--- src/rtl/riscv_pkg.sv ---
// riscv_pkg: shared states, trap causes, bus size codes and NOP for the multi-cycle core
package riscv_pkg;
    localparam logic [2:0] S_FETCH = 3'd0;
    localparam logic [2:0] S_EXEC  = 3'd1;
    localparam logic [2:0] S_MEM   = 3'd2;
    localparam logic [2:0] S_WB    = 3'd3;
    localparam logic [2:0] S_TRAP  = 3'd4;
    localparam logic [2:0] S_WFI   = 3'd5;
    localparam logic [31:0] CAUSE_IAMA  = 32'd0;
    localparam logic [31:0] CAUSE_ILL   = 32'd2;
    localparam logic [31:0] CAUSE_BRK   = 32'd3;
    localparam logic [31:0] CAUSE_LAMA  = 32'd4;
    localparam logic [31:0] CAUSE_SAMA  = 32'd6;
    localparam logic [31:0] CAUSE_ECALL = 32'd11;
    localparam logic [31:0] CAUSE_IRQ   = 32'h8000_000B;
    localparam logic [1:0] SIZE_B = 2'b01;
    localparam logic [1:0] SIZE_H = 2'b10;
    localparam logic [1:0] SIZE_W = 2'b11;
    localparam logic [31:0] NOP = 32'h0000_0013;
endpackage

--- src/rtl/riscv_sequencer.sv ---
// riscv_sequencer: multi-cycle control FSM owning pc, instr and the shared bus port
module riscv_sequencer
    import riscv_pkg::*;
#(
    parameter logic [31:0] RESET_PC = 32'h0000_0000
) (
    input  logic        clk,
    input  logic        rst,
    output logic [31:0] pc,
    output logic [31:0] instr,
    input  logic        illegal_instruction,
    input  logic        ucoded_instruction,
    input  logic        breakpoint,
    input  logic        ecall,
    input  logic        mret,
    input  logic        wfi,
    input  logic        jump,
    input  logic [31:0] jump_target,
    input  logic        is_mem_op,
    input  logic [2:0]  mem_op,
    input  logic [31:0] mem_addr,
    input  logic [31:0] mem_store_data,
    output logic [31:0] mem_load_data,
    output logic        irf_we,
    output logic        csr_we,
    input  logic [31:0] mepc_in,
    input  logic [31:0] mtvec,
    input  logic        irq,
    input  logic        irq_en,
    output logic        trap_we,
    output logic [31:0] trap_mepc,
    output logic [31:0] trap_mcause,
    output logic        retire,
    output logic        bus_req,
    output logic        bus_we,
    output logic [1:0]  bus_size,
    output logic [31:0] bus_addr,
    output logic [31:0] bus_wdata,
    input  logic [31:0] bus_rdata,
    input  logic        bus_ack
);
    logic [2:0]  state;
    logic [31:0] cause;
    logic        run;
    logic        irq_take, ill, misal, ex_trap, exec_ok, in_exec, in_mem;
    logic [31:0] ex_cause;
    logic        unused;
    assign unused = &{1'b0, mtvec[1:0]};
    // run is low for the cycle after reset so no request or strobe leaks out of it
    assign in_exec  = run && state == S_EXEC;
    assign in_mem   = run && state == S_MEM;
    assign irq_take = irq && irq_en;
    assign ill      = illegal_instruction || ucoded_instruction || (is_mem_op && mem_op[1:0] == 2'b00);
    assign misal    = (mem_op[1:0] == SIZE_H && mem_addr[0]) || (mem_op[1:0] == SIZE_W && mem_addr[1:0] != 2'b00);
    always_comb begin
        ex_trap  = irq_take || ill || breakpoint || ecall ||
                   (!mret && !wfi && (is_mem_op ? misal : (jump && jump_target[1])));
        ex_cause = irq_take ? CAUSE_IRQ : ill ? CAUSE_ILL : breakpoint ? CAUSE_BRK :
                   ecall ? CAUSE_ECALL : is_mem_op ? (mem_op[2] ? CAUSE_SAMA : CAUSE_LAMA) : CAUSE_IAMA;
        exec_ok  = in_exec && !ex_trap && !mret && !wfi && !is_mem_op;
    end
    assign bus_req     = (run && state == S_FETCH && pc[1:0] == 2'b00) || in_mem;
    assign bus_we      = in_mem && mem_op[2];
    assign bus_size    = in_mem ? mem_op[1:0] : SIZE_W;
    assign bus_addr    = in_mem ? mem_addr : pc;
    assign bus_wdata   = mem_store_data;
    assign irf_we      = exec_ok || (run && state == S_WB);
    assign csr_we      = exec_ok && instr[6:2] == 5'b11100 && instr[14:12] != 3'b000;
    assign trap_we     = run && state == S_TRAP;
    assign trap_mepc   = pc;
    assign trap_mcause = cause;
    assign retire      = exec_ok || (in_exec && !ex_trap && mret) || (in_mem && bus_ack && mem_op[2]) ||
                         (run && state == S_WB) || (run && state == S_WFI && irq);
    always_ff @(posedge clk) begin
        if (rst) begin
            state         <= S_FETCH;
            pc            <= RESET_PC;
            instr         <= NOP;
            mem_load_data <= 32'h0;
            cause         <= 32'h0;
            run           <= 1'b0;
        end else begin
            run <= 1'b1;
            if (run) begin
                case (state)
                    S_FETCH: begin
                        if (pc[1:0] != 2'b00) begin
                            cause <= CAUSE_IAMA;
                            state <= S_TRAP;
                        end else if (bus_ack) begin
                            instr <= bus_rdata;
                            state <= S_EXEC;
                        end
                    end
                    S_EXEC: begin
                        if (ex_trap) begin
                            cause <= ex_cause;
                            state <= S_TRAP;
                        end else if (mret) begin
                            pc    <= mepc_in;
                            state <= S_FETCH;
                        end else if (wfi) begin
                            state <= S_WFI;
                        end else if (is_mem_op) begin
                            state <= S_MEM;
                        end else begin
                            pc    <= jump ? jump_target : pc + 32'd4;
                            state <= S_FETCH;
                        end
                    end
                    S_MEM: begin
                        if (bus_ack && mem_op[2]) begin
                            pc    <= pc + 32'd4;
                            state <= S_FETCH;
                        end else if (bus_ack) begin
                            mem_load_data <= bus_rdata;
                            state         <= S_WB;
                        end
                    end
                    S_WB: begin
                        pc    <= pc + 32'd4;
                        state <= S_FETCH;
                    end
                    S_TRAP: begin
                        pc    <= {mtvec[31:2], 2'b00};
                        state <= S_FETCH;
                    end
                    S_WFI: begin
                        if (irq) begin
                            pc    <= pc + 32'd4;
                            state <= S_FETCH;
                        end
                    end
                    default: state <= S_FETCH;
                endcase
            end
        end
    end
endmodule

--- config.mk ---
export PLATFORM = sky130hd
export DESIGN_NAME = riscv_sequencer
export DESIGN_NICKNAME = d
export VERILOG_FILES = /design/src/rtl/riscv_pkg.sv /design/src/rtl/riscv_sequencer.sv
export SDC_FILE = /design/constraint.sdc
export NUM_CORES = 1
export LEC_CHECK = 0
export BUFFER_PORTS_ARGS = -buffer_cell sky130_fd_sc_hd__buf_2
export CAP_MARGIN = 30
export CORE_AREA = 2 2 171 173
export DETAILED_ROUTE_END_ITERATION = 8
export DIE_AREA = 0 0 173 175
export PLACE_DENSITY = 0.53
export SLEW_MARGIN = 40
export SYNTH_ARGS = -nofsm -noshare
export SYNTH_HDL_FRONTEND = slang
export SYNTH_SLANG_ARGS = --single-unit
export TNS_END_PERCENT = 5
--- constraint.sdc ---
create_clock -name clk -period 5.1 [get_ports clk]
set_input_delay 1.02 -clock clk [delete_from_list [all_inputs] [get_ports clk]]
set_output_delay 1.02 -clock clk [all_outputs]
set_load 0.05 [all_outputs]
==> impl_metrics.ini <==
[run_status]
status = complete, no violations

[worst_setup_path]
worstPathRequired_ns = 4.08
r2r-start = state[1]$_SDFFE_PP0P_
r2r_cells = 7
crit_type = flop to output port
crit_end = retire
crit_path_max_incr_delay_ns = 0.82
crit_arrival_ns = 2.66
r2r_end = pc[22]$_SDFFE_PP0P_
path_max_fanout = 41
crit_chain = and3_4, and2_1, o2bb2ai_1, a311o_1, buf_2
worstSetupEndpointType = output port
r2r_slack_ns = 1.99
worstSetupStartpointType = flop
cp_slowest_cell = dfxtp_1
cp-startpoint = state[1]$_SDFFE_PP0P_

[clock_network]
htreeDepth = 3
cts_resized = 0
cts_max_path_buffers = 2
numClockSinks = 105
ctsHoldBuffers = 0
cts_buffers = 9
clk_pin_slew_ns = 0.09
root_buffer = clkbuf_16
cts_tree = built
clock_latency_ns = 0.37
cts_setup_buffers = 0

[floorplanning]
fp.dieW_um = 173
io_pins = 440
die_area_um2 = 30300
die_h_um = 175
start_util = 0.233
core_um2 = 28400
fp-row-count = 62

[finish]
final_cells = 1531
nets = 1349
drive_above_1_share = 0.367
fin_util = 0.297
mostFrequentLayoutCells = 345 x buf_2, 185 x nand2_1, 105 x dfxtp_1
synthToLayoutAreaGrowth_pct = 27.6
fill_cells = 3174
mostFrequentLayoutCell = buf_2

[route]
vias_per_cell = 4.76
drt_iter0_markers = 428
ant_nets = 0
wl_um = 28700
dr_total_vias = 7292
first_pass_iters = 6
drc = 0
wl_per_cell_um = 18.8

[global_route]
grt_start_max_net_pins = 65
grt.total_usage = 0.180
grt_pass1_wl_um = 41800
grt_pass1_vias = 6822
antenna_found_initial = 1
grt_overflow = 0

[synth]
ys_warn_count = 0
netlist_instances = 897
synth_edf_count = 0
syn_avg_cell_area_um2 = 7.38
syn_area_um2 = 6620
yosysTopAreaCell = dfxtp_1
synth-seq-area-share = 0.318
synthTopCellsByArea = dfxtp_1 32%, buf_4 11%, nand2_1 11%, a21oi_1 7.7%, mux2_2 4.8%
yosys_most_used_dff = dfxtp_1
async_flop_share = 0
ys_types = 65
ys_ff_latch = 105
synth_top_area_share = 0.318

[power_and_ir_drop]
swShare = 0.409
p_per_area_nw_per_um2 = 279
cellLeakagePower_uw = 0.00379
intPower_uw = 1390
power.share.clock = 0.327
pwr-share-comb = 0.285
p_seq_frac = 0.387
power.total_uw = 2360
p_sw_uw = 963
ir_drop_v = 0.000156

[sta]
setup_viol = 0
max_freq_ghz = 0.271
skew_ns = 0.00836
period_needed_ns = 3.68
tightest_slew_ns = 0.785
grt_setup_unrepaired = no
hold_viol = 0
setup_tns_ns = 0
slew_viol_final = 0
fin_crit_sh = 0.722
slew_headroom = 0.476

[placed_design]
dp.cells = 1513
place_hpwl_um = 21200
portBuffers = 346
gp_congestion = 0.823

[hold_path]
min_path_type = flop to flop
whs_path_depth = 2

[job]
maxCapViolCount = 0
[flip-flops by register name, indices dropped and copies added, names as in the netlist]
signal and flops:
state 3, mem_load_data 32, run 1, pc 32, trap_mcause 5, instr 32
[how the worst min path moves through the flow]
stage | from | end | slack, ns
6_report | mem_load_data[1]$_SDFFE_PP0P_ | mem_load_data[1]$_SDFFE_PP0P_ | 0.46
5_1_grt | instr[20]$_SDFFE_PP0P_ | instr[20]$_SDFFE_PP0P_ | 0.48
4_1_cts | instr[26]$_SDFFE_PP0P_ | instr[26]$_SDFFE_PP0P_ | 0.46
3_5_place_dp | mem_load_data[22]$_SDFFE_PP0P_ | mem_load_data[22]$_SDFFE_PP0P_ | 0.45
3_3_place_gp | mem_load_data[16]$_SDFFE_PP0P_ | mem_load_data[16]$_SDFFE_PP0P_ | 0.44
2_1_floorplan | run$_DFF_P_ | state[2]$_SDFFE_PP0P_ | 0.54
[cells by family after synthesis]
group / share of synthesized area
xor gates and xnor gates: 0.0238
AOI/OAI and AO/OA: 0.224
other: 0.000567
DFF: 0.318
adders and majority gates: 0.00189
muxes: 0.0552
buffers and inverters: 0.147
and+or+nand+nor: 0.230
[Yosys cell counts (7+ instances only)]
library cell	number
a21oi_1	102
a31oi_1	12
clkbuf_1	50
a22oi_1	10
buf_4	93
xnor2_1	10
inv_1	10
nand3_1	16
a221oi_1	11
or3_1	7
and2_1	7
xor2_1	8
nand4_1	14
nor3_1	17
o22ai_1	16
nor2_1	40
dfxtp_1	105
o21ai_0	62
nand2_1	186
mux2_2	28
[worst max-delay path, delay by kind of cell (launching register included)]
family                 cells  cell delay, ns
and+or+nand+nor            2            0.94
DFF                        1            0.82
buffers and inverters      1            0.27
AOI/OAI and AO/OA          2            0.26
[power groups by stage]
stage	registers (uW)	clock network (uW)	logic [uW]
2_1_floorplan	1020	0	466
6_report	913	771	672
5_1_grt	920	833	713
3_3_place_gp	931	0	670
4_1_cts	913	815	674
3_5_place_dp	932	0	673
[per-layer routing]
metal,track usage,up-vias,wire [um]
li1,-,3505,-
met1,0.221,3412,12100
met2,0.300,343,13600
met3,0.0518,32,2250
met4,0.0614,0,701
met5,0,-,0
[through the flow]
stage	setup slack, ns	instance area [um2]	hold WS, ns
global route	1.25	8440	0.475
global placement	1.46	8100	0.439
floorplan	0.605	6720	0.539
CTS	1.39	8430	0.460
finish	1.42	8440	0.457
detailed placement	1.46	8110	0.446
[cell type report]
| cell class | count | area (um2) | share of cell area |
|---|---|---|---|
| Inverter | 10 | 37.5 | 0.00445 |
| Multi-Input combinational cell | 656 | 3680 | 0.436 |
| Clock inverter | 7 | 90.1 | 0.0107 |
| Tap cell | 384 | 480 | 0.0569 |
| Timing Repair Buffer | 358 | 1820 | 0.216 |
| Antenna cell | 2 | 5.00 | 0.000593 |
| Sequential cell | 105 | 2100 | 0.249 |
| Clock buffer | 9 | 225 | 0.0267 |
No activity file was read; power rests on OpenSTA's default activity.
